File: config.mk
export PLATFORM = sky130hd
export DESIGN_NAME = wb_writeback_stage
export DESIGN_NICKNAME = d
export VERILOG_FILES = /design/src/rtl/wb_writeback_stage_pkg.sv /design/src/rtl/wb_writeback_stage_sad_min_tracker.sv /design/src/rtl/wb_writeback_stage.sv
export SDC_FILE = /design/constraint.sdc
export NUM_CORES = 1
export LEC_CHECK = 0
export ABC_AREA = 1
export CAP_MARGIN = 20
export CORE_AREA = 4 4 175 177
export DETAILED_ROUTE_END_ITERATION = 10
export DIE_AREA = 0 0 179 181
export GPL_ROUTABILITY_DRIVEN = 0
export GPL_TIMING_DRIVEN = 1
export RECOVER_POWER = 50
export SETUP_SLACK_MARGIN = 0.1
export SYNTH_ARGS = -nofsm -noshare
export SYNTH_HDL_FRONTEND = slang
export SYNTH_SLANG_ARGS = --single-unit
File: constraint.sdc
create_clock -name Clk -period 3.55 [get_ports Clk]
set_input_delay 0.71 -clock Clk [delete_from_list [all_inputs] [get_ports Clk]]
set_output_delay 0.71 -clock Clk [all_outputs]
set_load 0.02 [all_outputs]
File: src/rtl/wb_writeback_stage_pkg.sv
// Shared encodings for the writeback stage: load-size codes and fixed register numbers.
package wb_writeback_stage_pkg;

  // Load size selector carried in WB_BitsIn.
  localparam logic [1:0] BITSIN_WORD   = 2'b00;
  localparam logic [1:0] BITSIN_HALF_S = 2'b01;
  localparam logic [1:0] BITSIN_BYTE_S = 2'b10;
  localparam logic [1:0] BITSIN_BYTE_U = 2'b11;

  // Architectural register numbers with special meaning at writeback.
  localparam logic [4:0] REG_RA   = 5'd31;
  localparam logic [4:0] REG_ZERO = 5'd0;

  // Source chosen for the register-file write data.
  typedef enum logic [1:0] {
    SrcAlu,
    SrcLoad,
    SrcHiLo,
    SrcPcAdd4
  } rf_src_e;

endpackage

File: src/rtl/wb_writeback_stage_sad_min_tracker.sv
// Running minimum SAD search: keeps the smallest sample, its tag and a saturating sample count.
module wb_writeback_stage_sad_min_tracker
  import wb_writeback_stage_pkg::*;
#(
  parameter int unsigned DW    = 32,
  parameter int unsigned CNT_W = 16
) (
  input  logic             Clk,
  input  logic             Reset,
  input  logic             sample_valid,
  input  logic [DW-1:0]    sample_sad,
  input  logic [DW-1:0]    sample_tag,
  input  logic             clear,
  output logic [DW-1:0]    min_sad,
  output logic [DW-1:0]    min_tag,
  output logic             min_valid,
  output logic [CNT_W-1:0] sad_count
);

  logic [DW-1:0]    min_sad_q, min_sad_d;
  logic [DW-1:0]    min_tag_q, min_tag_d;
  logic             valid_q, valid_d;
  logic [CNT_W-1:0] count_q, count_d;

  // State as seen by an incoming sample: a same-cycle clear is applied first.
  logic             base_valid;
  logic [DW-1:0]    base_sad;
  logic [DW-1:0]    base_tag;
  logic [CNT_W-1:0] base_count;

  // Next-state: clear, then compare/update and count the sample.
  always_comb begin
    base_valid = clear ? 1'b0 : valid_q;
    base_sad   = clear ? '0 : min_sad_q;
    base_tag   = clear ? '0 : min_tag_q;
    base_count = clear ? '0 : count_q;

    min_sad_d = base_sad;
    min_tag_d = base_tag;
    valid_d   = base_valid;
    count_d   = base_count;

    if (sample_valid) begin
      valid_d = 1'b1;
      // Strict compare so ties keep the earlier sample.
      if (!base_valid || (sample_sad < base_sad)) begin
        min_sad_d = sample_sad;
        min_tag_d = sample_tag;
      end
      if (base_count != {CNT_W{1'b1}}) begin
        count_d = base_count + CNT_W'(1);
      end
    end
  end

  // Tracker registers; reset overrides any clear or sample.
  always_ff @(posedge Clk) begin
    if (Reset) begin
      min_sad_q <= '0;
      min_tag_q <= '0;
      valid_q   <= 1'b0;
      count_q   <= '0;
    end else begin
      min_sad_q <= min_sad_d;
      min_tag_q <= min_tag_d;
      valid_q   <= valid_d;
      count_q   <= count_d;
    end
  end

  assign min_sad   = min_sad_q;
  assign min_tag   = min_tag_q;
  assign min_valid = valid_q;
  assign sad_count = count_q;

endmodule

File: src/rtl/wb_writeback_stage.sv
// Final pipeline stage: register-file write mux, architectural HI/LO and the SAD min tracker.
module wb_writeback_stage
  import wb_writeback_stage_pkg::*;
#(
  parameter int unsigned DW    = 32,
  parameter int unsigned CNT_W = 16
) (
  input  logic             Clk,
  input  logic             Reset,
  input  logic [DW-1:0]    WB_PCAdd4,
  input  logic [DW-1:0]    WB_DataMemOut,
  input  logic [DW-1:0]    WB_ALUOut,
  input  logic [2*DW-1:0]  WB_MaddOut,
  input  logic [DW-1:0]    WB_HiLoOut,
  input  logic [4:0]       WB_WriteRegCarry,
  input  logic             WB_MemToReg,
  input  logic             WB_Jal_Mux,
  input  logic             WB_HiLo_WB,
  input  logic             WB_RegWrite,
  input  logic             WB_SEL_Madd,
  input  logic [1:0]       WB_BitsIn,
  input  logic             WB_WriteDataHi,
  input  logic             WB_WriteDataLo,
  input  logic [DW-1:0]    WB_sad_add_d0_out,
  input  logic [DW-1:0]    WB_minVal,
  input  logic             WB_minRegWrite,
  input  logic             WB_MinClear,
  output logic             RF_WriteEn,
  output logic [4:0]       RF_WriteAddr,
  output logic [DW-1:0]    RF_WriteData,
  output logic [DW-1:0]    Hi_Out,
  output logic [DW-1:0]    Lo_Out,
  output logic [DW-1:0]    Min_SAD,
  output logic [DW-1:0]    Min_Tag,
  output logic             Min_Valid,
  output logic [CNT_W-1:0] Sad_Count
);

  rf_src_e       rf_src;
  logic [DW-1:0] load_data;
  logic [DW-1:0] hi_q, hi_d;
  logic [DW-1:0] lo_q, lo_d;

  // Sized load from the low lane; alignment already done upstream.
  always_comb begin
    load_data = WB_DataMemOut;
    case (WB_BitsIn)
      BITSIN_WORD:   load_data = WB_DataMemOut;
      BITSIN_HALF_S: load_data = {{(DW-16){WB_DataMemOut[15]}}, WB_DataMemOut[15:0]};
      BITSIN_BYTE_S: load_data = {{(DW-8){WB_DataMemOut[7]}}, WB_DataMemOut[7:0]};
      BITSIN_BYTE_U: load_data = {{(DW-8){1'b0}}, WB_DataMemOut[7:0]};
      default:       load_data = WB_DataMemOut;
    endcase
  end

  // Write-data source priority: jal, then mfhi/mflo, then load, then ALU.
  always_comb begin
    rf_src = SrcAlu;
    if (WB_Jal_Mux) begin
      rf_src = SrcPcAdd4;
    end else if (WB_HiLo_WB) begin
      rf_src = SrcHiLo;
    end else if (WB_MemToReg) begin
      rf_src = SrcLoad;
    end
  end

  // Register-file write port, purely combinational.
  always_comb begin
    RF_WriteData = WB_ALUOut;
    case (rf_src)
      SrcPcAdd4: RF_WriteData = WB_PCAdd4;
      SrcHiLo:   RF_WriteData = WB_HiLoOut;
      SrcLoad:   RF_WriteData = load_data;
      SrcAlu:    RF_WriteData = WB_ALUOut;
      default:   RF_WriteData = WB_ALUOut;
    endcase
    RF_WriteAddr = WB_Jal_Mux ? REG_RA : WB_WriteRegCarry;
    // r0 is hardwired, so never request a write to it.
    RF_WriteEn   = WB_RegWrite && (RF_WriteAddr != REG_ZERO);
  end

  // HI/LO next-state: madd result halves or ALU result, per-half enables.
  always_comb begin
    hi_d = hi_q;
    lo_d = lo_q;
    if (WB_SEL_Madd) begin
      if (WB_WriteDataHi) hi_d = WB_MaddOut[2*DW-1:DW];
      if (WB_WriteDataLo) lo_d = WB_MaddOut[DW-1:0];
    end else begin
      if (WB_WriteDataHi) hi_d = WB_ALUOut;
      if (WB_WriteDataLo) lo_d = WB_ALUOut;
    end
  end

  // HI/LO registers; no bypass, readers see the update a cycle later.
  always_ff @(posedge Clk) begin
    if (Reset) begin
      hi_q <= '0;
      lo_q <= '0;
    end else begin
      hi_q <= hi_d;
      lo_q <= lo_d;
    end
  end

  assign Hi_Out = hi_q;
  assign Lo_Out = lo_q;

  wb_writeback_stage_sad_min_tracker #(
    .DW    (DW),
    .CNT_W (CNT_W)
  ) u_sad_min_tracker (
    .Clk          (Clk),
    .Reset        (Reset),
    .sample_valid (WB_minRegWrite),
    .sample_sad   (WB_sad_add_d0_out),
    .sample_tag   (WB_minVal),
    .clear        (WB_MinClear),
    .min_sad      (Min_SAD),
    .min_tag      (Min_Tag),
    .min_valid    (Min_Valid),
    .sad_count    (Sad_Count)
  );

endmodule

==> run_results.csv <==
group,metric,value,unit
outcome,status,"completed",
synth,ys_warn_count,0,
routing,ant_nets,0,
clock_tree,path_clk_slew,0.06,ns
clock_tree,holdBufCountCts,0,
critical_path,r2r_cells,12,
die,row_count,63,
job,drv_cap,0,
timing,finalCritPeriodShare,0.938,
placement,placedCellCount,2061,
worst_hold_path,holdCritPathClass,"register to register",
routing,via_per_inst,4.75,
power_and_ir_drop,cellLeakagePower,6.29,nW
critical_path,ff2ff_setup_slack,1.32,ns
timing,max_slew_margin,0.153,
critical_path,path_class,"input port to output pin",
critical_path,required,2.84,ns
grt,grtUsageTotal,0.234,
die,io_pins,457,
critical_path,r2r_start,"u_sad_min_tracker.min_sad[31]$_SDFF_PP0_",
placement,portBuffers,456,
timing,worstMarginPinSlew,1.27,ns
clock_tree,cts_tree,"built",
grt,antenna_found_initial,12,
routing,wl_per_cell,18.7,um
clock_tree,cts.sinks,145,
placement,dp_hpwl,30900,um
die,dieArea,32400,sq um
critical_path,r2r_end,"u_sad_min_tracker.min_tag[17]$_SDFF_PP0_",
worst_hold_path,hp-start,"Lo_Out[13]$_SDFFE_PP0P_",
clock_tree,cts_root_buf,"clkbuf_16",
synth,seq_area_frac_synth,0.341,
timing,rsz0062_at_grt,"no",
clock_tree,clk_latency,0.42,ns
critical_path,end_kind,"output pin",
grt,overflow,0,
synth,syn_avg_cell_area,6.69,sq um
timing,setup_viol,0,
power_and_ir_drop,fin_total_pwr,5.09,mW
timing,hold_slack,0.473,ns
critical_path,worst_ep_arrival_time,2.62,ns
clock_tree,post_cts_buffers,0,
routing,via_count,9980,
grt,grt_pass1_wl,58300,um
timing,hold_viol,0,
timing,finalClockSkew,0.0135,ns
critical_path,cp-start-kind,"input port",
worst_hold_path,worstHoldPathCells,2,
synth,synth-edff-count,0,
clock_tree,cts_htree_levels,4,
worst_hold_path,min_to,"Lo_Out[13]$_SDFFE_PP0P_",
routing,finalWirelength,39300,um
power_and_ir_drop,peakVddDrop,0.284,mV
routing,drt_pass1_iterations,5,
synth,netlist_instances,1272,
synth,synth_ff_type,"dfxtp_1",
grt,first_global_vias,9849,
critical_path,crit_fanout,32,
timing,tns,0,ns
final_layout,drive_gt1_frac,0.0464,
final_layout,n_fill_cell,2928,
routing,drt_iter0_drc,650,
grt,grt_max_degree,95,
timing,finalCriticalPeriod,3.33,ns
clock_tree,cts-buffers-inserted,17,
synth,ys_types,32,
die,die_width,179,um
timing,max_freq,0.300,GHz
die,core,29200,sq um
final_layout,syn2layout_area_growth,66.4,%
synth,syn_nets,1578,
timing,drv_slew,0,
routing,drc,0,
synth,ys_ff_latch,145,
synth,netlist_area,8520,sq um
power_and_ir_drop,p_per_area,359,nW/um^2
die,chipHeight,181,um
synth,async_reset_ff_frac,0,
final_layout,finalNetCount,1996,
final_layout,fin_util,0.485,
die,initial_utilization,0.291,
final_layout,final_cells,2102,
clock_tree,cts_buffer_depth,2,
-- registers in the layout, summed over array words and instances, names as in the netlist --
| name | cells |
|---|---|
| u_sad_min_tracker.sad_count | 16 |
| Lo_Out | 32 |
| u_sad_min_tracker.min_valid | 1 |
| Hi_Out | 32 |
| u_sad_min_tracker.min_tag | 32 |
| u_sad_min_tracker.min_sad | 32 |
-- placed cells by master (no fill, tap or decap), drive strengths merged, types with 17 or more instances in the layout --
master	instances
clkdlybuf4s50	347
nand3b	54
nand4	39
nand3	75
buf	35
nand2	417
dfxtp	145
o211ai	64
nor2	108
clkbuf	20
inv	113
dlygate4sd3	104
a21boi	55
o311ai	17
ha	32
a21oi	26
-- layout make-up --
cell class | count | area [sq um] | area share
well taps | 390 | 488 | 0.0344
repair buffers | 489 | 4910 | 0.347
clock buffers | 18 | 439 | 0.0310
multi-input cells | 926 | 4820 | 0.340
clock inverters | 13 | 161 | 0.0114
diodes | 10 | 25.0 | 0.00177
flip-flops and latches | 145 | 2900 | 0.205
inverters | 111 | 419 | 0.0296
-- how the worst max path moves through the flow --
stage / startpoint / to / cells after the start
floorplan: WB_MinClear / u_sad_min_tracker.min_sad[31]$_SDFF_PP0_ / 16
finish: WB_Jal_Mux / RF_WriteData[0] / 8
CTS: WB_Jal_Mux / RF_WriteData[0] / 8
detailed placement: WB_BitsIn[1] / RF_WriteData[15] / 6
global route: WB_HiLo_WB / RF_WriteData[20] / 8
global placement: WB_BitsIn[1] / RF_WriteData[15] / 6
-- per-layer routing --
| layer | up-vias | global-route usage | part of all wire |
|---|---|---|---|
| li1 | 5051 | - | - |
| met1 | 4505 | 0.281 | 0.41 |
| met2 | 371 | 0.386 | 0.48 |
| met4 | 2 | 0.0946 | 0.030 |
| met3 | 51 | 0.0711 | 0.083 |
| met5 | - | 0 | 0.00033 |
-- stage by stage --
step	worst slack, ns	instance area [sq um]
6_report	0.219	14200
5_1_grt	0.111	14200
4_1_cts	0.186	14200
2_1_floorplan	0.567	8520
3_3_place_gp	0.0249	13600
3_5_place_dp	0.0116	13600
-- kinds of logic after synthesis --
| family | count (synthesis) | synth area share |
|---|---|---|
| and+or+nand+nor | 707 | 0.363 |
| buffers and inverters | 201 | 0.0933 |
| AOI/OAI and AO/OA | 183 | 0.151 |
| DFF | 145 | 0.341 |
| adders and majority gates | 32 | 0.0470 |
| xor gates and xnor gates | 4 | 0.00411 |
-- timing repair --
item,4_1_cts,5_1_grt
cloned,0,0
endpoints found under the setup margin,4,1
gates resized for setup,1,1
-- cell usage after synthesis, types with 20 or more instances --
master | number | share of area
nand2_1 | 414 | 0.18
dfxtp_1 | 145 | 0.34
buf_1 | 20 | 0.0088
nand3b_1 | 54 | 0.048
nand4_1 | 39 | 0.029
nand3_1 | 75 | 0.044
clkbuf_1 | 55 | 0.024
a21oi_1 | 26 | 0.015
o211ai_1 | 64 | 0.056
a21boi_0 | 55 | 0.048
nor2_1 | 107 | 0.047
inv_1 | 108 | 0.048
ha_1 | 32 | 0.047
-- critical path, stage by stage --
cell	delay, ns
clkdlybuf4s50_1	0.50
inv_1	0.16
nand3_1	0.09
inv_1	0.09
buf_12	0.20
nand2_1	0.07
nand4_1	0.15
clkdlybuf4s50_1	0.63
-- report_power, final --
| group | total, mW | internal, mW | leakage [nW] | switching (mW) |
|---|---|---|---|---|
| combinational | 1.41 | 0.693 | 4.81 | 0.712 |
| sequential | 1.79 | 1.73 | 1.20 | 0.0546 |
| clock | 1.89 | 1.12 | 0.285 | 0.768 |
Power figures use the tool's default switching activity.
==> RTL edit (same flow settings) <==
Put a register stage on the output `Sad_Count`, cleared by the reset. The value now appears one clock later. The other outputs are not delayed to match.
--- a/src/rtl/wb_writeback_stage.sv
+++ b/src/rtl/wb_writeback_stage.sv
@@ -36,4 +36,6 @@
   output logic [CNT_W-1:0] Sad_Count
 );
+
+  logic [CNT_W-1:0] Sad_Count_d;
 
   rf_src_e       rf_src;
@@ -121,6 +123,14 @@
     .min_tag      (Min_Tag),
     .min_valid    (Min_Valid),
-    .sad_count    (Sad_Count)
+    .sad_count    (Sad_Count_d)
   );
+
+  always_ff @(posedge Clk) begin
+    if (Reset) begin
+      Sad_Count <= '0;
+    end else begin
+      Sad_Count <= Sad_Count_d;
+    end
+  end
 
 endmodule
Function: changed (Yosys sat finds a counterexample within 4 cycles, from zero or initial values and one cycle with Reset high).
==> RTL edit against the unedited design <==
The run now ends with capacitance limit left; synthesized cell count up 2.8%; final area up 2.6%; setup slack worse by 0.0090 ns; wire length down 0.67%; sequential cell count up 16; total power up 4.1%; synthesized area up 4.9%; largest power group is now sequential cells; highest routed layer unchanged.
==> RTL edit: results <==
status:
  status: "finished, violations left"
  violations: "capacitance limit"
setup_path:
  critPathSlowestCell: "clkdlybuf4s50_1"
  crit_path_max_incr_delay_ns: 0.65
  path_max_fanout: 16
  rr_worst_depth: 13
  cp_data_arrival_time_ns: 2.63
clocking:
  clockBufferDepth: 2
  path_clk_slew_ns: 0.06
  htree_levels: 4
  cts_made_buffers: 17
  cts-root-buf: "clkbuf_16"
  clock_latency_ns: 0.42
pwr:
  p_switching_w: 0.00160
  peakVddDrop_v: 0.000298
  leakagePower_nw: 6.56
synth:
  synth_nets: 1614
  synthesis.instances: 1308
  synth.area.top_cells: "dfxtp_1, nand2_1, o211ai_1, nor2_1, inv_1"
  synthArstFlopShare_pct: 0
  yosys_warnings: 0
  synthTopCellsByCount: "nand2_1, dfxtp_1, nor2_1, inv_1, nand3_1"
  synth_cell_types: 34
  ys_seq_area_share_pct: 36.1
sta:
  slew_headroom_pct: 4.54
  fin_worst_skew_ns: 0.0159
placed_design:
  post-place-ws_ns: 0.0556
  portBuffers: 456
  dpl.hpwl_um: 30800
  dpl-instance-area_mm2: 0.0139
  dp.cells: 2093
drt:
  drt-pass1-iter-count: 5
  routed_wl_um: 39100
  wl_per_cell_um: 18.3
  dr.first_iter.drc_count: 617
  num_vias: 10235
final_layout:
  drive_above_1_share_pct: 4.50
  final_nets: 2028
  n_fill_cell: 2926
grt:
  antenna_found_initial: 10
  grt_pass1_wl_um: 58600
  grt_max_degree: 102
  grt_usage_pct: 23.3
hold_path:
  hold_class: "reg -> reg"
  holdPathStages: 2
flow_run:
  max-cap-violations: 1
[RTL edit: cell count changes after synthesis, moves of 4 or more]
cell	change
dfxtp_1	+16
a21boi_0	-14
buf_6	+5
inv_1	+4
buf_2	-4
nor2_1	+20
a21boi_1	+10
[RTL edit: final cells by class]
type	instances	share of cell area [%]
Inverter	115	2.98
Timing Repair Buffer	486	33.6
Antenna cell	9	0.155
Clock inverter	12	1.03
Sequential cell	161	22.2
Multi-Input combinational cell	941	33.5
Clock buffer	19	3.12
Tap cell	390	3.36
[RTL edit: timing repair]
item / in CTS / in global routing
endpoints found under the setup margin: 4 / 16
pin swaps: 0 / 0
setup buffers: 0 / 0
resized for setup: 1 / 16
[RTL edit: final timing paths]
kind | from | end | slack, ns
setup / recovery | WB_Jal_Mux | RF_WriteData[14] | 0.21
hold reg to reg | u_sad_min_tracker.sad_count[11]$_SDFF_PP0_ | Sad_Count[11]$_SDFF_PP0_ | 0.43
setup reg to reg | u_sad_min_tracker.min_sad[30]$_SDFF_PP0_ | u_sad_min_tracker.min_tag[0]$_SDFF_PP0_ | 1.33
hold / removal | u_sad_min_tracker.sad_count[11]$_SDFF_PP0_ | Sad_Count[11]$_SDFF_PP0_ | 0.43
[RTL edit: routing by layer]
metal	global-route usage (%)	part of all wire, %	vias to the layer above
li1	-	-	5130
met1	27.6	40	4706
met2	40.5	51	344
met3	5.57	6.7	53
met4	8.69	2.9	2
met5	0	0.033	-
[RTL edit: kinds of logic after synthesis]
logic type	Yosys count	share of synthesized area [%]
AND/OR/NAND/NOR	723	35.2
buffers and inverters	206	9.42
AO/OA/AOI/OAI	180	14.2
flip-flops	161	36.1
adder cells (fa/ha/maj)	32	4.48
XOR/XNOR	6	0.588
[RTL edit: stage by stage]
step / utilization (%) / hold slack [ns]
global route: 49.7 / 0.454
finish: 49.7 / 0.429
floorplan: - / 0.403
detailed placement: 47.5 / 0.420
CTS: 49.5 / 0.430
global placement: 47.5 / 0.420
[RTL edit: power groups by stage]
stage                     clock [W]  sequential [W]  combinational, W
after floorplan                   0         0.00214          0.000516
after global placement            0         0.00201           0.00143
after detailed placement          0         0.00201           0.00143
after CTS                   0.00198         0.00197           0.00144
after global routing        0.00205         0.00198           0.00152
final                       0.00192         0.00197           0.00140
[RTL edit: critical path, delay by kind of cell]
kind	cells	cell delay, ns
buffers and inverters	5	1.64
and+or+nand+nor	3	0.27
